==> config.mk <==
export PLATFORM = sky130hd
export DESIGN_NAME = crossbar_nxn_rr
export DESIGN_NICKNAME = d
export VERILOG_FILES = /design/src/rtl/crossbar_nxn_rr.sv
export SDC_FILE = /design/constraint.sdc
export NUM_CORES = 1
export LEC_CHECK = 0
export CORE_UTILIZATION = 49
export CTS_BUF_LIST = sky130_fd_sc_hd__clkbuf_4 sky130_fd_sc_hd__clkbuf_8
export CTS_CLUSTER_DIAMETER = 100
export DETAILED_ROUTE_END_ITERATION = 10
export PLACE_DENSITY = 0.8
export SYNTH_ARGS = -nofsm -noshare
export SYNTH_HDL_FRONTEND = slang
export SYNTH_SLANG_ARGS = --single-unit
export TNS_END_PERCENT = 100
==> constraint.sdc <==
create_clock -name clk -period 3.55 [get_ports clk]
set_clock_uncertainty 0.15 [all_clocks]
set_input_delay 0.71 -clock clk [delete_from_list [all_inputs] [get_ports clk]]
set_output_delay 0.71 -clock clk [all_outputs]
set_load 0.01 [all_outputs]
==> src/rtl/crossbar_nxn_rr.sv <==
// N x N registered crossbar; each output has a round-robin arbiter and a one-entry output register.
// Latency: 1 cycle from accepted input word to out_valid.
// Backpressure: a full output whose out_ready is low grants nothing, so its requesters see in_ready=0.
//
// Ports:
//   clk, rst            rising-edge clock, synchronous active-high reset
//   in_data/in_dest     per-input word and destination output index (port i at [i*W +: W] / [i*SEL_W +: SEL_W])
//   in_valid/in_ready   per-input handshake; a transfer occurs when both are high at a clock edge
//   out_data/out_src    per-output registered word and the index of the input that supplied it
//   out_valid/out_ready per-output handshake; a pop and a push in the same cycle replace the word with no bubble
module crossbar_nxn_rr #(
    parameter int SEL_W = 2,
    parameter int W     = 4
) (
    input  logic                          clk,
    input  logic                          rst,
    input  logic [(2**SEL_W)*W-1:0]       in_data,
    input  logic [(2**SEL_W)*SEL_W-1:0]   in_dest,
    input  logic [(2**SEL_W)-1:0]         in_valid,
    output logic [(2**SEL_W)-1:0]         in_ready,
    output logic [(2**SEL_W)*W-1:0]       out_data,
    output logic [(2**SEL_W)*SEL_W-1:0]   out_src,
    output logic [(2**SEL_W)-1:0]         out_valid,
    input  logic [(2**SEL_W)-1:0]         out_ready
);
    localparam int N = 2**SEL_W;

    logic [SEL_W-1:0] ptr     [N];
    logic [W-1:0]     data_q  [N];
    logic [SEL_W-1:0] src_q   [N];
    logic [N-1:0]     vld_q;

    logic [N-1:0]     gnt_vld;
    logic [SEL_W-1:0] gnt_idx [N];

    // Per-output arbitration. The search index is SEL_W bits wide, so ptr + k
    // wraps mod N on its own. An output that is full and not being drained
    // grants nothing, which is what stalls its requesters.
    always_comb begin
        logic [SEL_W-1:0] idx;
        logic             found;
        idx   = '0;
        found = 1'b0;
        for (int j = 0; j < N; j++) begin
            gnt_vld[j] = 1'b0;
            gnt_idx[j] = '0;
            found      = 1'b0;
            if (!vld_q[j] || out_ready[j]) begin
                for (int k = 0; k < N; k++) begin
                    idx = ptr[j] + SEL_W'(k);
                    if (!found && in_valid[idx] &&
                        (in_dest[idx*SEL_W +: SEL_W] == SEL_W'(j))) begin
                        found      = 1'b1;
                        gnt_vld[j] = 1'b1;
                        gnt_idx[j] = idx;
                    end
                end
            end
        end
    end

    // An input targets exactly one output, so it only needs to look at the
    // grant of its own destination.
    always_comb begin
        logic [SEL_W-1:0] dst;
        dst = '0;
        for (int i = 0; i < N; i++) begin
            dst         = in_dest[i*SEL_W +: SEL_W];
            in_ready[i] = !rst && gnt_vld[dst] && (gnt_idx[dst] == SEL_W'(i));
        end
    end

    always_comb begin
        for (int j = 0; j < N; j++) begin
            out_data[j*W +: W]         = data_q[j];
            out_src[j*SEL_W +: SEL_W]  = src_q[j];
        end
        out_valid = vld_q;
    end

    always_ff @(posedge clk) begin
        if (rst) begin
            for (int j = 0; j < N; j++) begin
                ptr[j]    <= '0;
                data_q[j] <= '0;
                src_q[j]  <= '0;
            end
            vld_q <= '0;
        end else begin
            for (int j = 0; j < N; j++) begin
                if (gnt_vld[j]) begin
                    data_q[j] <= in_data[gnt_idx[j]*W +: W];
                    src_q[j]  <= gnt_idx[j];
                    vld_q[j]  <= 1'b1;
                    ptr[j]    <= gnt_idx[j] + 1'b1;
                end else if (out_ready[j]) begin
                    vld_q[j] <= 1'b0;
                end
            end
        end
    end
endmodule

==> impl_metrics.json, run 1 <==
{
  "dpl.hpwl_um": 6170,
  "p_leak_uw": 0.00160,
  "synth.most_common_cell": "edfxtp_1",
  "min_period_over_period": 1.00,
  "relSlewSlack": 0.706,
  "port-buffer-count": 65,
  "synth_edf_count": 32,
  "crit_path_end_kind": "primary output",
  "fin_crit_ps": 3560,
  "die_w_um": 73.9,
  "coreArea_sq_mm": 0.00485,
  "gr-total-overflow": 0,
  "synth_cell_types": 56,
  "num_antenna_cells": 0,
  "clkSlewWorstSetupHoldPaths_ps": 70,
  "violations": "negative setup slack",
  "r2r-start": "ptr[2][1]$_SDFFCE_PN0P_",
  "firstDrtPassIters": 5,
  "htree_levels": 2,
  "rows": 25,
  "hold_path_class": "reg -> reg",
  "cts.sinks": 36,
  "avgSynthCellArea_sq_um": 9.48,
  "synth_top_area_frac": 0.380,
  "tritoncts": "yes",
  "drv_cap": 0,
  "path_class": "in -> out",
  "clockPowerShare": 0.225,
  "cts_max_path_buffers": 2,
  "hold_buffers": 0,
  "path_max_fanout": 6,
  "synth_flop_cell": "edfxtp_1",
  "start_util": 0.522,
  "vias": 3013,
  "dpl.cell_count": 451,
  "report.final.slew_viol_count": 0,
  "fmax_mhz": 281,
  "grt_pass1_wl_um": 13600,
  "synth_async_sr_flop_share": 0,
  "hp-start": "out_valid[1]$_SDFFE_PP0P_",
  "finalNonFillerCells": 465,
  "p_per_area_mw_per_mm2": 339,
  "required_ps": 2690,
  "intPower_uw": 917,
  "r2r_end": "data_q[2][1]$_SDFFCE_PN0P_",
  "setup_violations": 1,
  "pwr-share-seq": 0.405,
  "p_sw_uw": 420,
  "ioPinCount": 66,
  "viasPerCell": 6.48,
  "routed_wl_um": 9470,
  "hold_violations": 0,
  "fin_ws_ps": -10.4,
  "yosys.area.top_type": "edfxtp_1",
  "ant_nets": 0,
  "worst_pin_slew_ps": 434,
  "synthesis.nets": 301,
  "hold_end": "out_valid[1]$_SDFFE_PP0P_",
  "regToRegSetupSlack_ps": 980,
  "fin_nets": 431,
  "syn_to_final_growth_pct": 55.7,
  "synthTopCellsByCount": "edfxtp_1, nor2_1, a211oi_1",
  "postSynthCellCount": 267,
  "r2r_cells": 9,
  "ir_worst_vdd_v": 0.000236,
  "detail_route.iter0.violations": 335,
  "groute.usage.overall": 0.340,
  "die_h_um": 73.9,
  "run_status": "complete, but fails checks",
  "cts_buffers": 5,
  "synth_warnings": 0,
  "comb_power_share": 0.370,
  "grt_max_degree": 13,
  "antenna_found_initial": 0,
  "min_path_cells": 2,
  "p_sw_frac": 0.314,
  "pre_cts_ws_ps": -785,
  "worst_ep_arrival_time_ps": 2700,
  "syn_area_sq_mm": 0.00253,
  "root_buffer": "clkbuf_8",
  "die-area_sq_mm": 0.00546,
  "drive_gt1_frac": 0.307,
  "grt_pass1_vias": 2822,
  "setup_tns_ps": -10.4,
  "wl_per_cell_um": 20.4,
  "gp_congestion": 0.966,
  "num-fill-cells": 297,
  "crit_path_start_kind": "primary input",
  "ys_ff_latch": 36,
  "ys_top_cells_by_area": "edfxtp_1, a211oi_1, mux2i_1, nor2_1, a21oi_1",
  "worstSkewPairLatency_ps": 280,
  "drc": 0,
  "synth-seq-area-share": 0.411
}
==> cell usage in the layout (no fill, tap or decap), types with 8 or more instances in the layout <==
master            n
mux2i_1          10
nor3_1           15
nor2_1           23
edfxtp_1         32
nand2_1          16
dlygate4sd2_1     8
buf_4            68
clkdlybuf4s50_1  49
inv_1            10
a21oi_1          14
a211oi_1         22
==> worst max-delay path: stages <==
cell	delay, ps
dlygate4sd2_1	290
or3b_4	460
a21oi_1	250
nor3_1	90
nor2_1	230
a21oi_2	100
a221oi_2	350
buf_2	210
==> registers in the layout, summed over array words and instances (netlist names) <==
signal / count
out_valid: 4
data_q: 16
ptr: 8
src_q: 8
==> worst max path at each step <==
| stage | slack [ps] | endpoint | cells after the start | startpoint |
|---|---|---|---|---|
| 2_1_floorplan | 320 | in_ready[2] | 7 | in_dest[0] |
| 3_3_place_gp | -720 | in_ready[2] | 9 | in_valid[3] |
| 3_5_place_dp | -780 | in_ready[2] | 9 | in_valid[3] |
| 4_1_cts | 0.5 | in_ready[0] | 9 | in_dest[3] |
| 5_1_grt | -60 | in_ready[2] | 8 | in_dest[1] |
| 6_report | -10 | in_ready[2] | 8 | in_dest[1] |
==> per-layer routing <==
layer / GRT usage / wire, um / part of all wire
met1: 0.424 / 3730 / 0.39
met2: 0.559 / 4510 / 0.48
met3: 0.0672 / 802 / 0.085
met4: 0.169 / 431 / 0.046
met5: 0 / 0 / 0
==> area by class of cell <==
| cell class | instances | area (sq um) | area share |
|---|---|---|---|
| Clock inverter | 1 | 3.75 | 0.000952 |
| Multi-Input combinational cell | 209 | 1560 | 0.395 |
| Timing Repair Buffer | 135 | 1130 | 0.288 |
| Tap cell | 67 | 83.8 | 0.0213 |
| Sequential cell | 36 | 1040 | 0.264 |
| Clock buffer | 7 | 83.8 | 0.0213 |
| Inverter | 10 | 37.5 | 0.00952 |
==> logic make-up (layout without fill, tap and decap cells) <==
kind of cell / after synthesis / in the layout / share of synthesized area
AOI/OAI and AO/OA: 78 / 78 / 0.234
xor gates and xnor gates: 2 / 2 / 0.00692
buffers and inverters: 22 / 153 / 0.0361
DFF: 36 / 36 / 0.411
muxes: 12 / 12 / 0.0484
and+or+nand+nor: 117 / 117 / 0.263
==> timing repair <==
| item | in CTS | in global routing |
|---|---|---|
| cloned | 0 | 0 |
| setup endpoints to repair | 4 | 4 |
| setup buffers | 3 | 3 |
| pin swaps | 7 | 6 |
| resized for setup | 54 | 16 |
==> through the flow <==
stage / power, uW / cell area [sq um] / util / hold WS [ps]
after floorplan: 750 / 2530 / - / 372
after global placement: 990 / 3690 / 0.762 / 352
after detailed placement: 999 / 3690 / 0.762 / 356
after CTS: 1310 / 3890 / 0.803 / 369
after global routing: 1390 / 3940 / 0.813 / 401
final: 1340 / 3940 / 0.813 / 364
==> power by group through the flow <==
stage               clock, uW  combinational [uW]  sequential (uW)
floorplan                   0                 189              561
CTS                       304                 467              538
finish                    301                 494              542
global route              324                 522              546
detailed placement          0                 453              547
global placement            0                 446              544
Power figures use the tool's default switching activity.
==> run 2: changes to the inputs <==
--- a/config.mk
+++ b/config.mk
@@ -7,3 +7,4 @@
 export LEC_CHECK = 0
-export CORE_UTILIZATION = 49
+export ABC_CLOCK_PERIOD_IN_PS = 3550
+export CORE_UTILIZATION = 32
 export CTS_BUF_LIST = sky130_fd_sc_hd__clkbuf_4 sky130_fd_sc_hd__clkbuf_8
@@ -11,3 +12,2 @@
 export DETAILED_ROUTE_END_ITERATION = 10
-export PLACE_DENSITY = 0.8
 export SYNTH_ARGS = -nofsm -noshare
==> constraint.sdc (replaced) <==
create_clock -name clk -period 3.55 [get_ports clk]
set_clock_uncertainty 0.15 [all_clocks]
set_input_delay 0.8875 -clock clk [delete_from_list [all_inputs] [get_ports clk]]
set_output_delay 0.8875 -clock clk [all_outputs]
set_load 0.01 [all_outputs]
==> run 2 against run 1 <==
Against the previous run: the flow still finishes with violations (negative setup slack); sequential power hardly changed; sequential share of layout area is 1.7 points lower; worst hold slack worse by 1.2 ps; die area is 52% higher; global-route usage is 13 points lower; power is 1.3% higher; count of clock-buffer cells in the layout stayed put; first-iteration DRC count is 63% lower; non-clock buffer count is 10 higher; largest cell class unchanged.
==> impl_metrics.json, run 2 (synthesis results as in run 1) <==
{
  "p_per_area_mw_per_mm2": 322,
  "top_register": "data_q",
  "r2r_end": "data_q[2][3]$_SDFFCE_PN0P_",
  "tritoncts": "yes",
  "grt_pass1_wl_um": 13700,
  "cts_buffers": 5,
  "pwr-share-seq": 0.398,
  "p_sw_uw": 413,
  "relSlewSlack": 0.669,
  "hold_buffers": 0,
  "critPathLaunch": "in_valid[0]",
  "hold_violations": 0,
  "mostFrequentLayoutCells": "buf_4, clkdlybuf4s50_1, edfxtp_1",
  "critPathCapture": "in_ready[0]",
  "finalNonFillerCells": 510,
  "worstSkewPairLatency_ps": 290,
  "port-buffer-count": 65,
  "syn_to_final_growth_pct": 66.3,
  "die_h_um": 90.9,
  "reg_top3": "data_q (16), ptr (8), src_q (8)",
  "r2r-start": "ptr[2][1]$_SDFFCE_PN0P_",
  "firstDrtPassIters": 4,
  "regToRegSetupSlack_ps": 1070,
  "cts.sinks": 36,
  "wl_per_cell_um": 16.7,
  "clockPowerShare": 0.222,
  "drive_gt1_frac": 0.397,
  "grt_pass1_vias": 2763,
  "min_period_over_period": 1.01,
  "dpl.cell_count": 493,
  "detail_route.iter0.violations": 124,
  "antenna_found_initial": 0,
  "place_area_sq_mm": 0.00379,
  "largest_register_ffs": 16,
  "crit_path_end_kind": "primary output",
  "coreArea_sq_mm": 0.00769,
  "fin_util": 0.548,
  "gp_congestion": 0.910,
  "p_leak_uw": 0.00169,
  "die_w_um": 90.9,
  "dpl.hpwl_um": 6370,
  "setup_violations": 4,
  "vias": 2762,
  "drv_cap": 0,
  "crit_path_start_kind": "primary input",
  "fin_ws_ps": -51.0,
  "path_max_fanout": 5,
  "fin_crit_ps": 3600,
  "path_class": "in -> out",
  "routed_wl_um": 8500,
  "num_antenna_cells": 0,
  "r2r_cells": 8,
  "comb_power_share": 0.380,
  "hold_path_class": "reg -> reg",
  "intPower_uw": 942,
  "run_status": "complete, but fails checks",
  "ioPinCount": 66,
  "viasPerCell": 5.42,
  "root_buffer": "clkbuf_8",
  "fmax_mhz": 278,
  "groute.usage.overall": 0.212,
  "drc": 0,
  "final_common_cell": "buf_4",
  "die-area_sq_mm": 0.00827,
  "clkSlewWorstSetupHoldPaths_ps": 70,
  "rows": 32,
  "gr-total-overflow": 0,
  "report.final.slew_viol_count": 0,
  "pre_cts_ws_ps": -1060,
  "violations": "negative setup slack",
  "worst_pin_slew_ps": 493,
  "rsz0062_at_grt": "true",
  "grt_max_degree": 13,
  "start_util": 0.329,
  "htree_levels": 2,
  "cts_max_path_buffers": 2,
  "design_area_sq_mm": 0.00421,
  "worst_ep_arrival_time_ps": 2560,
  "p_sw_frac": 0.305,
  "ant_nets": 0,
  "required_ps": 2510,
  "ir_worst_vdd_v": 0.000144,
  "fin_nets": 441
}
run 2: changes by cell type in the layout (fill, tap and decap cells not counted), moves of 3 or more:
cell           before  now
nor2_1             23   20
nand2_1            16   13
clkbuf_2            4    0
buf_2               4   10
o22ai_2             1    5
buf_8               0    3
buf_4              68   74
buf_6               2    9
dlygate4sd2_1       8    1
o22ai_1             5    1
run 2: layer usage:
metal  GRT usage  part of all wire  vias up
met2       0.359              0.49       85
li1            -                 -     1322
met1       0.271              0.44     1341
met4      0.0939             0.028        0
met3      0.0243             0.046       14
met5           0                 0        -
run 2: stage by stage:
step	power, uW	TNS (ps)	hold WS, ps
final	1350	-160	363
after global routing	1420	-452	388
after CTS	1340	-260	379
after detailed placement	1010	-3920	364
after global placement	1000	-3900	352
after floorplan	751	0	372
run 2: how the worst min path moves through the flow:
stage                               from                         to  slack, ps  cells past startpoint
6_report       out_valid[0]$_SDFFE_PP0P_  out_valid[0]$_SDFFE_PP0P_        360                      2
5_1_grt        out_valid[0]$_SDFFE_PP0P_  out_valid[0]$_SDFFE_PP0P_        390                      2
4_1_cts        out_valid[0]$_SDFFE_PP0P_  out_valid[0]$_SDFFE_PP0P_        380                      2
3_5_place_dp   out_valid[3]$_SDFFE_PP0P_  out_valid[3]$_SDFFE_PP0P_        360                      2
3_3_place_gp   out_valid[3]$_SDFFE_PP0P_  out_valid[3]$_SDFFE_PP0P_        350                      2
2_1_floorplan  out_valid[3]$_SDFFE_PP0P_  out_valid[3]$_SDFFE_PP0P_        370                      2
run 2: power by group through the flow:
stage	Sequential [uW]	Clock (uW)	Combinational, uW
floorplan	561	0	190
global placement	544	0	458
detailed placement	546	0	463
CTS	537	304	496
global route	545	323	553
finish	539	300	515
run 2: area by class of cell:
type / instances / area, sq um
multi-input combinational: 209 / 1670
inverter: 10 / 37.5
timing repair buffer: 145 / 1240
clock buffer: 7 / 83.8
clock inverter: 1 / 3.75
tap: 102 / 128
sequential: 36 / 1040
fill: 712 / 3480
run 2: worst max-delay path: stages:
cell      delay (ps)
buf_8            110
buf_6            100
and4b_1          200
or3_4            340
a211oi_4         290
buf_6            160
nor2_2            30
a221o_1          300
buf_2            140
run 2: repair_timing:
action / 4_1_cts / 5_1_grt
endpoints found under the setup margin: 4 / 4
buffers inserted: 8 / 1
pin swaps: 21 / 16
resized for setup: 115 / 27
